--- config.mk ---
export PLATFORM = sky130hd
export DESIGN_NAME = a2_bridge_scheduler_flat
export DESIGN_NICKNAME = d
export VERILOG_FILES = /design/src/rtl/a2_bridge_pkg.sv /design/src/rtl/a2_bridge_scheduler_if.sv /design/src/rtl/a2_bridge_rr_arbiter.sv /design/src/rtl/a2_bridge_scheduler.sv /design/src/flat_wrapper.sv
export SDC_FILE = /design/constraint.sdc
export NUM_CORES = 1
export LEC_CHECK = 0
export ABC_AREA = 1
export CAP_MARGIN = 5
export CORE_UTILIZATION = 25
export CTS_BUF_LIST = sky130_fd_sc_hd__clkbuf_8
export CTS_CLUSTER_SIZE = 16
export DETAILED_ROUTE_END_ITERATION = 6
export PLACE_DENSITY = 0.46
export SLEW_MARGIN = 20
export SYNTH_ARGS = -nofsm -noshare
export SYNTH_HDL_FRONTEND = slang
export SYNTH_SLANG_ARGS = --single-unit
--- constraint.sdc ---
create_clock -name clk_logic -period 2.26 [get_ports clk_logic]
set_input_delay 0.452 -clock clk_logic [delete_from_list [all_inputs] [get_ports clk_logic]]
set_output_delay 0.452 -clock clk_logic [all_outputs]
set_load 0.02 [all_outputs]
--- src/rtl/a2_bridge_pkg.sv ---
// a2_bridge_pkg: sequencer state encoding and bridge select codes shared by
// the bridge scheduler and its users.
package a2_bridge_pkg;
  typedef enum logic [1:0] {IDLE, SETUP, STROBE, RELEASE} bridge_state_t;
  localparam logic [2:0] BRIDGE_SEL_CTRL    = 3'd0;
  localparam logic [2:0] BRIDGE_SEL_DATA    = 3'd1;
  localparam logic [2:0] BRIDGE_SEL_ADDR_LO = 3'd2;
  localparam logic [2:0] BRIDGE_SEL_ADDR_HI = 3'd3;
  localparam logic [2:0] BRIDGE_SEL_MISC    = 3'd4;
  localparam logic [2:0] BRIDGE_SEL_DIP     = 3'd5;
endpackage

--- src/rtl/a2_bridge_scheduler_if.sv ---
// a2_bridge_scheduler_if: multiplexed 8-bit bus between the scheduler and the
// Apple II bus-bridge CPLD.
interface a2_bridge_scheduler_if;
  logic [2:0] sel;
  logic       rd_n;
  logic       wr_n;
  logic [7:0] d_out;
  logic       d_oe;
  logic [7:0] d_in;
  modport master (output sel, rd_n, wr_n, d_out, d_oe, input d_in);
  modport slave (input sel, rd_n, wr_n, d_out, d_oe, output d_in);
endinterface

--- src/rtl/a2_bridge_rr_arbiter.sv ---
// a2_bridge_rr_arbiter: requester 0 wins outright; the others share
// round-robin starting from ptr_i over indices 1..NUM_REQ-1.
module a2_bridge_rr_arbiter #(
  parameter int NUM_REQ = 3
) (
  input  logic [NUM_REQ-1:0] valid_i,
  input  logic [2:0]         ptr_i,
  output logic [NUM_REQ-1:0] gnt_o,
  output logic [2:0]         idx_o,
  output logic               any_o
);
  logic hit;
  // Two passes give the wrap: indices at or above ptr first, then the rest.
  always_comb begin
    hit = valid_i[0];
    idx_o = 3'd0;
    for (int j = 1; j < NUM_REQ; j++)
      if (!hit && valid_i[j] && 3'(j) >= ptr_i) begin
        hit = 1'b1;
        idx_o = 3'(j);
      end
    for (int j = 1; j < NUM_REQ; j++)
      if (!hit && valid_i[j]) begin
        hit = 1'b1;
        idx_o = 3'(j);
      end
    for (int j = 0; j < NUM_REQ; j++) gnt_o[j] = hit && idx_o == 3'(j);
  end
  assign any_o = hit;
endmodule

--- src/rtl/a2_bridge_scheduler.sv ---
// a2_bridge_scheduler: arbitrates single-byte requests onto the shared bridge
// bus and runs each as a SETUP -> STROBE -> RELEASE waveform.
module a2_bridge_scheduler
  import a2_bridge_pkg::*;
#(
  parameter int NUM_REQ       = 3,
  parameter int SETUP_CYCLES  = 1,
  parameter int STROBE_CYCLES = 1
) (
  input  logic                   clk_logic,
  input  logic                   device_reset_n,
  input  logic [NUM_REQ-1:0]     req_valid_i,
  output logic [NUM_REQ-1:0]     req_ready_o,
  input  logic [3*NUM_REQ-1:0]   req_sel_i,
  input  logic [NUM_REQ-1:0]     req_write_i,
  input  logic [8*NUM_REQ-1:0]   req_wdata_i,
  output logic [NUM_REQ-1:0]     rsp_valid_o,
  output logic [7:0]             rsp_rdata_o,
  output logic                   busy_o,
  a2_bridge_scheduler_if.master  bridge
);
  localparam logic [2:0] RR_INIT = (NUM_REQ > 1) ? 3'd1 : 3'd0;
  bridge_state_t state_q, state_d;
  logic [2:0] cnt_q, cnt_d, rr_ptr_q, rr_ptr_d, sel_q, sel_d, idx;
  logic [NUM_REQ-1:0] owner_q, owner_d, rsp_valid_q, rsp_valid_d, gnt;
  logic [7:0] d_q, d_d, rdata_q, rdata_d;
  logic write_q, write_d, rd_n_q, rd_n_d, wr_n_q, wr_n_d, d_oe_q, d_oe_d, any;
  a2_bridge_rr_arbiter #(.NUM_REQ(NUM_REQ)) u_arb (
    .valid_i(req_valid_i),
    .ptr_i  (rr_ptr_q),
    .gnt_o  (gnt),
    .idx_o  (idx),
    .any_o  (any)
  );
  always_comb begin
    state_d = state_q;
    owner_d = owner_q;
    write_d = write_q;
    rr_ptr_d = rr_ptr_q;
    sel_d = sel_q;
    rd_n_d = 1'b1;
    wr_n_d = 1'b1;
    d_d = d_q;
    d_oe_d = d_oe_q;
    rsp_valid_d = '0;
    rdata_d = rdata_q;
    case (state_q)
      IDLE: if (any) begin
        state_d = SETUP;
        owner_d = gnt;
        for (int i = 0; i < NUM_REQ; i++)
          if (gnt[i]) begin
            write_d = req_write_i[i];
            sel_d = req_sel_i[3*i+:3];
            if (req_write_i[i]) d_d = req_wdata_i[8*i+:8];
          end
        d_oe_d = write_d;
        if (idx != 3'd0) rr_ptr_d = (idx == 3'(NUM_REQ - 1)) ? 3'd1 : idx + 3'd1;
      end
      SETUP: if (cnt_q == 3'(SETUP_CYCLES - 1)) begin
        state_d = STROBE;
        rd_n_d = write_q;
        wr_n_d = !write_q;
      end
      STROBE: if (cnt_q == 3'(STROBE_CYCLES - 1)) begin
        state_d = RELEASE;
        rsp_valid_d = owner_q;
        rdata_d = write_q ? rdata_q : bridge.d_in;
      end else begin
        rd_n_d = write_q;
        wr_n_d = !write_q;
      end
      RELEASE: begin
        state_d = IDLE;
        sel_d = BRIDGE_SEL_CTRL;
        d_oe_d = 1'b0;
      end
      default: state_d = IDLE;
    endcase
    cnt_d = (state_d == state_q) ? cnt_q + 3'd1 : 3'd0;
  end
  always_ff @(posedge clk_logic or negedge device_reset_n)
    if (!device_reset_n) begin
      state_q <= IDLE;
      cnt_q <= 3'd0;
      owner_q <= '0;
      write_q <= 1'b0;
      rr_ptr_q <= RR_INIT;
      sel_q <= BRIDGE_SEL_CTRL;
      rd_n_q <= 1'b1;
      wr_n_q <= 1'b1;
      d_q <= 8'd0;
      d_oe_q <= 1'b0;
      rsp_valid_q <= '0;
      rdata_q <= 8'd0;
    end else begin
      state_q <= state_d;
      cnt_q <= cnt_d;
      owner_q <= owner_d;
      write_q <= write_d;
      rr_ptr_q <= rr_ptr_d;
      sel_q <= sel_d;
      rd_n_q <= rd_n_d;
      wr_n_q <= wr_n_d;
      d_q <= d_d;
      d_oe_q <= d_oe_d;
      rsp_valid_q <= rsp_valid_d;
      rdata_q <= rdata_d;
    end
  assign req_ready_o = (state_q == IDLE) ? gnt : '0;
  assign rsp_valid_o = rsp_valid_q;
  assign rsp_rdata_o = rdata_q;
  assign busy_o = state_q != IDLE;
  assign bridge.sel = sel_q;
  assign bridge.rd_n = rd_n_q;
  assign bridge.wr_n = wr_n_q;
  assign bridge.d_out = d_q;
  assign bridge.d_oe = d_oe_q;
endmodule

--- src/flat_wrapper.sv ---
// flat-port wrapper written by rule: the top's interface ports become plain ports
module a2_bridge_scheduler_flat import a2_bridge_pkg::*;
#(
  parameter int NUM_REQ       = 3,
  parameter int SETUP_CYCLES  = 1,
  parameter int STROBE_CYCLES = 1
)
  (clk_logic, device_reset_n, req_valid_i, req_ready_o, req_sel_i, req_write_i, req_wdata_i, rsp_valid_o, rsp_rdata_o, busy_o, bridge_sel, bridge_rd_n, bridge_wr_n, bridge_d_out, bridge_d_oe, bridge_d_in);
  a2_bridge_scheduler_if bridge_i ();
  input  logic clk_logic;
  input  logic device_reset_n;
  input  logic [NUM_REQ-1:0] req_valid_i;
  output logic [NUM_REQ-1:0] req_ready_o;
  input  logic [3*NUM_REQ-1:0] req_sel_i;
  input  logic [NUM_REQ-1:0] req_write_i;
  input  logic [8*NUM_REQ-1:0] req_wdata_i;
  output logic [NUM_REQ-1:0] rsp_valid_o;
  output logic [7:0] rsp_rdata_o;
  output logic busy_o;
  output wire logic [$bits(bridge_i.sel)-1:0] bridge_sel;
  output wire logic [$bits(bridge_i.rd_n)-1:0] bridge_rd_n;
  output wire logic [$bits(bridge_i.wr_n)-1:0] bridge_wr_n;
  output wire logic [$bits(bridge_i.d_out)-1:0] bridge_d_out;
  output wire logic [$bits(bridge_i.d_oe)-1:0] bridge_d_oe;
  input wire logic [$bits(bridge_i.d_in)-1:0] bridge_d_in;
  assign bridge_sel = bridge_i.sel;
  assign bridge_rd_n = bridge_i.rd_n;
  assign bridge_wr_n = bridge_i.wr_n;
  assign bridge_d_out = bridge_i.d_out;
  assign bridge_d_oe = bridge_i.d_oe;
  assign bridge_i.d_in = bridge_d_in;
  a2_bridge_scheduler #(.NUM_REQ(NUM_REQ), .SETUP_CYCLES(SETUP_CYCLES), .STROBE_CYCLES(STROBE_CYCLES)) u_core (.clk_logic(clk_logic), .device_reset_n(device_reset_n), .req_valid_i(req_valid_i), .req_ready_o(req_ready_o), .req_sel_i(req_sel_i), .req_write_i(req_write_i), .req_wdata_i(req_wdata_i), .rsp_valid_o(rsp_valid_o), .rsp_rdata_o(rsp_rdata_o), .busy_o(busy_o), .bridge(bridge_i));
endmodule
Word-level counts from Yosys, hierarchy flattened
Cells that the tools add are included.
W data, S select, Z words.
{ "classes": {"addsub": 2, "magnitude_cmp": 2, "n_eq_ne": 8, "n_mux": 39, "bitwise": 1, "reduce_logical": 25} }
{ "op_table": {"columns": ["cell", "n"], "rows": [
  ["$mux W8", 6],
  ["$mux W3", 12],
  ["$mux W1", 13],
  ["$logic_and A1 B1 Y1", 9],
  ["$reduce_and A3 Y1", 3],
  ["$pmux W2 S4", 1],
  ["$add A3 B1 Y3 const B", 2],
  ["$logic_not A3 Y1", 2],
  ["$mux W2", 3],
  ["$pmux W1 S2", 3],
  ["$pmux W3 S2", 1],
  ["$logic_not A1 Y1", 5],
  ["$eq A2 B2 Y1 const B", 2],
  ["$ne A4 B1 Y1 const B", 1],
  ["$reduce_and A2 Y1", 2],
  ["$reduce_bool A2 Y1", 2],
  ["$eq A3 B1 Y1 const B", 1],
  ["$eq A3 B2 Y1 const B", 1],
  ["$ge A1 B3 Y1 const A", 1],
  ["$ge A2 B3 Y1 const A", 1],
  ["$reduce_bool A3 Y1", 1],
  ["$eq A2 B1 Y1 const B", 1],
  ["$eq A2 B2 Y1", 1],
  ["$logic_not A2 Y1", 1],
  ["2 further kinds", 2]
]} }
{ "word_totals": {"ff_bits": 37, "input_bits": 49, "output_inout_bits": 29, "word_cells": 89} }

Longest topological paths before layout
Gate-level depths: netlist (run 1).
{ "depth": {"depth_word": 21, "ltp_mapped": 11, "depth_no_buf": 10} }

Cells and area by module
From an unflattened synthesis (run 1), not the netlist that was laid out.
{ "hier_totals": {"hier_cells": 269, "area_unflattened_um2": 2109.5} }
{ "by_module_without_submodules": {"columns": ["mod", "n_inst", "cells_per_inst", "area_per_inst_um2", "seq_area_each_um2"], "rows": [
  ["a2_bridge_scheduler", 1, 247, 2014.4, 929.6],
  ["a2_bridge_rr_arbiter", 1, 22, 95.1, 0.0]
]} }

Least setup slack after synthesis (run 1)
Ideal clock, no wire load.
{ "synth_timing": {"path_type": "input to output", "startpoint": "input req_valid_i[0]", "endpoint": "output req_ready_o[2]", "arrival_ns": 1.244, "required_time_ns": 1.808, "slack_ns": 0.564, "path_stages": 6, "n_path_buf": 1, "cell_sequence": "inv_2 > nand4_1 > o21ai_4 > buf_6 > nand2_1 > inv_1"} }
{ "synth_between": {"elab_chain_cells": 17, "elab_cells_between_ends": 21, "classes_between": "1 x eq/ne; 9 x mux; 11 x reduce/logical"} }
{ "synth_lines": {"columns": ["element", "line", "source"], "rows": [
  ["from (decl)", "flat_wrapper.sv:12", "input logic [NUM_REQ-1:0] req_valid_i;"],
  ["$logic_not A1 Y1", "a2_bridge_rr_arbiter.sv:18", "if (!hit && valid_i[j] && 3'(j) >= ptr_i) begin"],
  ["$logic_and A1 B1 Y1 (2 in series)", "a2_bridge_rr_arbiter.sv:18", null],
  ["$mux W1", "a2_bridge_rr_arbiter.sv:18", null],
  ["$logic_not A1 Y1", "a2_bridge_rr_arbiter.sv:18", null],
  ["$logic_and A1 B1 Y1 (2 in series)", "a2_bridge_rr_arbiter.sv:18", null],
  ["$mux W1", "a2_bridge_rr_arbiter.sv:18", null],
  ["$logic_not A1 Y1", "a2_bridge_rr_arbiter.sv:23", "if (!hit && valid_i[j]) begin"],
  ["$logic_and A1 B1 Y1", "a2_bridge_rr_arbiter.sv:23", null],
  ["$mux W1", "a2_bridge_rr_arbiter.sv:23", null],
  ["$logic_not A1 Y1", "a2_bridge_rr_arbiter.sv:23", null],
  ["$logic_and A1 B1 Y1", "a2_bridge_rr_arbiter.sv:23", null],
  ["$mux W3", "a2_bridge_rr_arbiter.sv:23", null],
  ["$eq A3 B2 Y1", "a2_bridge_rr_arbiter.sv:27", "for (int j = 0; j < NUM_REQ; j++) gnt_o[j] = hit && idx_o == 3'(j);"],
  ["$logic_and A1 B1 Y1 *", "a2_bridge_rr_arbiter.sv:27", null],
  ["$mux W3 *", "a2_bridge_scheduler.sv:110", "assign req_ready_o = (state_q == IDLE) ? gnt : '0;"],
  ["to (decl)", "flat_wrapper.sv:13", "output logic [NUM_REQ-1:0] req_ready_o;"]
]} }
Every way passes the cells marked *; elsewhere a longest branch is shown, timed or not.

Worst setup path in the final report (run 1)
{ "layout_timing": {"startpoint": "input req_valid_i[2]", "endpoint": "output req_ready_o[2]"} }
{ "layout_between": {"elab_chain_cells": 12, "elab_cells_between_ends": 15, "classes_between": "1 x eq/ne; 7 x mux; 7 x reduce/logical"} }
{ "layout_lines": {"columns": ["element", "line"], "rows": [
  ["$logic_and A1 B1 Y1 (2 in series)", "a2_bridge_rr_arbiter.sv:18"],
  ["$mux W1", "a2_bridge_rr_arbiter.sv:18"],
  ["$logic_not A1 Y1", "a2_bridge_rr_arbiter.sv:23"],
  ["$logic_and A1 B1 Y1", "a2_bridge_rr_arbiter.sv:23"],
  ["$mux W1", "a2_bridge_rr_arbiter.sv:23"],
  ["$logic_not A1 Y1", "a2_bridge_rr_arbiter.sv:23"],
  ["$logic_and A1 B1 Y1", "a2_bridge_rr_arbiter.sv:23"],
  ["$mux W3", "a2_bridge_rr_arbiter.sv:23"],
  ["$eq A3 B2 Y1", "a2_bridge_rr_arbiter.sv:27"],
  ["$logic_and A1 B1 Y1 *", "a2_bridge_rr_arbiter.sv:27"],
  ["$mux W3 *", "a2_bridge_scheduler.sv:110"]
]} }
Marked as above.

==> results.cfg, run 1 <==
[worst_setup_path]
crit_path_end_kind = output pin
crit_path_max_incr_delay_ps = 520
path_buf_inv = 3
path_cells = clkdlybuf4s50_1 > nand4_1 > o21ai_4 > nand2_2 > inv_1 > clkdlybuf4s15_2
cp_data_required_time_ps = 1810
critical-path-slowest-cell = clkdlybuf4s50_1
crit_type = primary input to output pin
crit_family = buffers and inverters
crit_fanout = 4
critPathLaunchType = primary input
arrival_ps = 1730

[pwr]
switchingPower_uw = 1670
p_sw_frac = 0.434
combinationalPowerShare = 0.581
power_density_nw_per_um2 = 1160
p_int_uw = 2180
power_leakage_uw = 0.00169
vdd_drop_max_mv = 0.501
pwr-share-seq = 0.294
pwr-share-clk = 0.125

[detailed_routing]
finalWirelength_um = 6380
viasPerCell = 4.33
firstDrtPassIters = 4
ant_nets = 0
drt_iter0_markers = 93
drc = 0
detail_route.wl_per_cell_um = 12.8
dr_total_vias = 2162

[floorplan]
rows = 34
die_x_um = 96.5
die_y_um = 96.5
dieArea_um2 = 9310
design.core.area_um2 = 8680
io_pins = 78
initial_utilization = 0.257

[placement]
port_buffers = 77
gp_congestion = 0.795
dp_hpwl_um = 4900
pre_cts_ws_ps = -373

[global_route]
overflow = 0
track_usage = 0.153
grt_pass1_vias = 2162
antenna_found_initial = 0
grt_first_pass_wirelength_um = 10700
grt_max_degree = 38

[sta]
rsz0062_at_grt = yes
slew-limit-headroom = 0.692
fin_skew_ps = 8.15
fmax_mhz = 458
setup_ws_ps = 78.3
fin_tns_setup_ps = 0
fin_crit_sh = 0.965
setup_viol = 0
maxSlewViolCount = 0
worstMarginPinSlew_ps = 462
hold_viol = 0
period_needed_ps = 2180

[clocking]
cts.clk_slew.worst_paths_ps = 80
clock_path_buffers = 2
cts_root_buffer = clkbuf_8
cts_hold_buf = 0
cts_sinks = 37
post-cts-setup-buffers = 0
htree_levels = 2
numCtsBuffers = 5
clock_latency_ps = 300
cts_tree = built

[layout]
layout-drive-gt1-share = 0.148
layout.nets = 446
syn_to_final_growth_pct = 49.2
final_core_util = 0.384
antenna_cells = 0

[worst_hold_path]
hp-class = primary input to async pin

[synthesis]
ys_seq_elements = 37
syn-cell-area_um2 = 2230
yosysWarnings = 0
avgSynthCellArea_um2 = 7.57
synth_top_flop_cell = dfrtp_1
syn_nets = 351
ys_types = 26
ys_seq_area_frac = 0.416
synthCells = 295
async_flop_share = 1.00
synth_edf_count = 0

[flow_run]
cap_violations = 0

[status]
outcome = completed
per-stage QoR:
| stage | total power (µW) | hold WS, ps | instances | area (µm²) |
|---|---|---|---|---|
| 2_1_floorplan | 2450 | 156 | 295 | 2230 |
| 6_report | 3850 | 118 | 499 | 3330 |
| 3_5_place_dp | 3410 | 441 | 491 | 3240 |
| 3_3_place_gp | 3420 | 449 | 491 | 3240 |
| 4_1_cts | 3900 | 118 | 499 | 3320 |
| 5_1_grt | 4250 | 126 | 499 | 3330 |
synth_stat cells, types with 2 or more instances:
cell,n,area share
ha_1,7,0.039
nand3_2,2,0.0090
inv_1,45,0.076
mux2_2,8,0.040
a21oi_1,2,0.0045
clkbuf_1,2,0.0034
nand3b_1,8,0.027
nand2_1,95,0.16
nor2_2,3,0.0084
buf_6,2,0.010
nand4_1,10,0.028
inv_2,3,0.0050
dfstp_2,3,0.035
o21ai_1,3,0.0067
dfrtp_1,34,0.38
nand2_2,5,0.014
nor2_1,12,0.020
buf_2,3,0.0067
nand3_1,30,0.067
o21ai_0,10,0.022
nor3_1,3,0.0067
kinds of logic (layout without fill, tap and decap cells):
family / Yosys count / in the layout / share of synthesized area
AO/OA/AOI/OAI: 17 / 17 / 0.0443
flip-flops: 37 / 37 / 0.416
adder cells (fa/ha/maj): 7 / 7 / 0.0392
XOR/XNOR: 1 / 1 / 0.00392
multiplexers: 8 / 8 / 0.0404
buffers and inverters: 55 / 151 / 0.101
AND/OR/NAND/NOR: 170 / 170 / 0.355
path summary, 6_finish.rpt:
kind | start | slack (ps) | end | cells after the start
setup / recovery | req_valid_i[2] | 80 | req_ready_o[2] | 6
hold / removal | device_reset_n | 120 | u_core.bridge.d_out[6]$_DFFE_PN0P_ | 2
setup reg to reg | u_core.rr_ptr_q[0]$_DFFE_PN1P_ | 610 | u_core.write_q$_DFFE_PN0P_ | 9
hold reg to reg | u_core.cnt_q[0]$_DFF_PN0_ | 490 | u_core.cnt_q[0]$_DFF_PN0_ | 1
max in group asynchronous | device_reset_n | 1890 | u_core.bridge.rd_n$_DFF_PN1_ | 2
min in group clk_logic | u_core.cnt_q[0]$_DFF_PN0_ | 490 | u_core.cnt_q[0]$_DFF_PN0_ | 1
timing repair:
item,4_1_cts,5_1_grt
pin swaps,1,1
endpoints found under the setup margin,4,2
resized for setup,9,2
layer usage:
metal  up-vias  global-route usage  wire length, µm
li1       1121                   -                -
met1       977               0.212             3090
met2        57               0.240             2790
met3         7              0.0266              425
met4         0              0.0502               78
met5         -                   0                0
power by group through the flow:
| stage | logic [µW] | registers [µW] | clock network, µW |
|---|---|---|---|
| 3_3_place_gp | 2260 | 1160 | 0 |
| 5_1_grt | 2550 | 1180 | 522 |
| 3_5_place_dp | 2260 | 1150 | 0 |
| 6_report | 2240 | 1130 | 481 |
| 4_1_cts | 2260 | 1140 | 504 |
| 2_1_floorplan | 1080 | 1370 | 0 |
registers in the layout, indices dropped and copies added, names as in the netlist:
signal               flops
u_core.rsp_rdata_o       8
u_core.bridge.wr_n       1
u_core.cnt_q             3
u_core.state_q           2
u_core.rsp_valid_o       3
u_core.bridge.rd_n       1
u_core.bridge.d_oe       1
u_core.owner_q           3
u_core.bridge.d_out      8
u_core.bridge.sel        3
u_core.rr_ptr_q          3
u_core.write_q           1
worst register-to-register path, stage by stage, from the launching register on:
cell     delay (ps)
dfstp_2         540
nand2_1          80
nand2_1          70
nand3_1         120
o21ai_4         100
buf_4           230
nand2_2         160
nand2_1         130
nand2_1          60
o21ai_1          90
layout make-up:
type | instances | area (µm²)
repair buffers | 95 | 912
clock buffers | 5 | 68.8
fillers | 899 | 5350
clock inverters | 3 | 21.3
well taps | 108 | 135
inverters | 48 | 180
flip-flops and latches | 37 | 930
multi-input cells | 203 | 1080
layout by cell type, fill, tap and decap left out:
master / n
nand2_2: 6
buf_12: 1
clkdlybuf4s15_2: 2
ha_2: 1
ha_1: 6
o21ai_4: 1
nor2_1: 12
a21oi_1: 2
o21ai_0: 10
inv_2: 3
xnor2_1: 1
dlygate4sd2_1: 3
nand3b_4: 1
nand3_1: 30
nand4_1: 10
nor2_2: 3
inv_1: 45
nor3_1: 3
buf_4: 17
nand4_2: 1
clkinvlp_4: 1
nand2_1: 94
o211ai_1: 1
nand3b_1: 8
mux2_2: 8
o21ai_1: 3
clkbuf_8: 5
clkinv_2: 1
nand3_2: 2
inv_6: 1
dfrtp_1: 34
dfstp_2: 3
buf_2: 1
clkdlybuf4s50_1: 71
(Power assumes the default switching activity.)
==> inputs of run 2 (changes only) <==
--- a/config.mk
+++ b/config.mk
@@ -7,11 +7,13 @@
 export LEC_CHECK = 0
 export ABC_AREA = 1
 export CAP_MARGIN = 5
+export CORE_MARGIN = 5
 export CORE_UTILIZATION = 25
 export CTS_BUF_LIST = sky130_fd_sc_hd__clkbuf_8
 export CTS_CLUSTER_SIZE = 16
 export DETAILED_ROUTE_END_ITERATION = 6
 export PLACE_DENSITY = 0.46
+export SKIP_LAST_GASP = 1
 export SLEW_MARGIN = 20
 export SYNTH_ARGS = -nofsm -noshare
 export SYNTH_HDL_FRONTEND = slang
==> run 2 against run 1 <==
Compared with the run above: global-route usage is 2.9 points lower; sequential power about the same; combinational power hardly changed; sequential cell count did not move; critical path type unchanged; highest routed layer unchanged.
==> results.cfg, run 2 (synthesis gave the netlist of run 1 again) <==
[status]
outcome = completed

[layout]
final_cell_mix = nand2_1, clkdlybuf4s50_1, inv_1
fill_cells = 918
layout-drive-gt1-share = 0.150
syn_to_final_growth_pct = 50.6
layout.nets = 449
final_area_um2 = 3360
final_common_cell = nand2_1
antenna_cells = 0

[clocking]
cts_hold_buf = 0
htree_levels = 2
cts_tree = built
cts_sinks = 37
clock_path_buffers = 2
clock_latency_ps = 290
cts.clk_slew.worst_paths_ps = 80
numCtsBuffers = 5
cts_root_buffer = clkbuf_8
post-cts-setup-buffers = 0

[pwr]
power_density_nw_per_um2 = 1180
vdd_drop_max_mv = 0.602
power_leakage_uw = 0.00171

[worst_setup_path]
crit_family = buffers and inverters
crit_type = primary input to output pin
timing.rr.end = u_core.write_q$_DFFE_PN0P_
critPathLaunchType = primary input
arrival_ps = 1690
critical-path-slowest-cell = clkdlybuf4s50_1
r2r_slack_ps = 600
crit_path_end_kind = output pin
reg2regPathDepth = 9
path_cells = clkdlybuf4s50_1 > inv_2 > nand4_1 > o21ai_4 > nand2_1 > inv_1 > clkbuf_2
cp_data_required_time_ps = 1810
crit_fanout = 3
crit_path_max_incr_delay_ps = 450
rr_startpoint = u_core.rr_ptr_q[0]$_DFFE_PN1P_
path_buf_inv = 4

[global_route]
antenna_found_initial = 0
track_usage = 0.124
grt_max_degree = 38
grt_first_pass_wirelength_um = 11100
grt_pass1_vias = 2227
overflow = 0

[placement]
pre_cts_ws_ps = -344
port_buffers = 77
gp_congestion = 0.829
postPlaceCellArea_um2 = 3260
dp_hpwl_um = 5100

[sta]
setup_ws_ps = 119
hold_viol = 0
period_needed_ps = 2140
rsz0062_at_grt = yes
fin_crit_sh = 0.947
slew-limit-headroom = 0.692
fin_tns_setup_ps = 0
worstMarginPinSlew_ps = 461
maxSlewViolCount = 0
fin_skew_ps = 9.35
fmax_mhz = 467
setup_viol = 0

[floorplan]
dieArea_um2 = 10900
die_x_um = 104
die_y_um = 104
io_pins = 78
rows = 34
initial_utilization = 0.256
design.core.area_um2 = 8720

[detailed_routing]
drt_iter0_markers = 63
dr_total_vias = 2161
viasPerCell = 4.30
firstDrtPassIters = 4
finalWirelength_um = 6650
ant_nets = 0
drc = 0
detail_route.wl_per_cell_um = 13.3

[flow_run]
cap_violations = 0

[worst_hold_path]
hp-class = primary input to async pin
-- run 2: worst max path at each step --
stage / start / endpoint / slack [ps] / cells after the start
2_1_floorplan: req_valid_i[0] / req_ready_o[2] / 560 / 6
3_3_place_gp: req_valid_i[0] / req_ready_o[2] / -340 / 7
3_5_place_dp: req_valid_i[0] / req_ready_o[2] / -340 / 7
4_1_cts: req_valid_i[0] / req_ready_o[2] / -70 / 7
5_1_grt: req_valid_i[0] / req_ready_o[2] / -0.8 / 7
6_report: req_valid_i[0] / req_ready_o[2] / 120 / 7
-- run 2: cell type report --
type | instances | area [µm²] | area share
multi-input combinational | 203 | 1080 | 0.321
timing repair buffer | 98 | 923 | 0.275
clock inverter | 3 | 46.3 | 0.0138
clock buffer | 5 | 68.8 | 0.0205
sequential | 37 | 930 | 0.277
tap | 108 | 135 | 0.0402
inverter | 48 | 180 | 0.0536
-- run 2: per-stage QoR --
step                      hold WS [ps]  power, µW  cells  utilization
after global placement             432       3440    494        0.374
after CTS                          121       4040    502        0.386
after detailed placement           435       3440    494        0.374
after global routing               126       4340    502        0.385
after floorplan                    156       2450    295            -
final                              117       3970    502        0.385
-- run 2: metal layers --
metal / part of all wire / vias to the layer above / global-route usage
met5: 0 / - / 0
met4: 0.0044 / 0 / 0.0250
met3: 0.068 / 2 / 0.0391
met2: 0.45 / 68 / 0.199
met1: 0.48 / 963 / 0.165
li1: - / 1128 / -
-- run 2: timing repair --
item	CTS	global route
endpoints found under the hold margin	0	0
gates resized for setup	4	4
endpoints found under the setup margin	4	2
-- run 2: report_power, final --
group	total (µW)	switching (µW)	internal, µW
sequential	1130	160	970
combinational	2240	1250	997
clock	596	265	331
-- run 2: worst register-to-register path, delay by kind of cell, from the launching register on --
kind            cells  cell delay, ps
compound gates      2             180
buf+inv             1             230
flops               1             530
simple gates        6             640
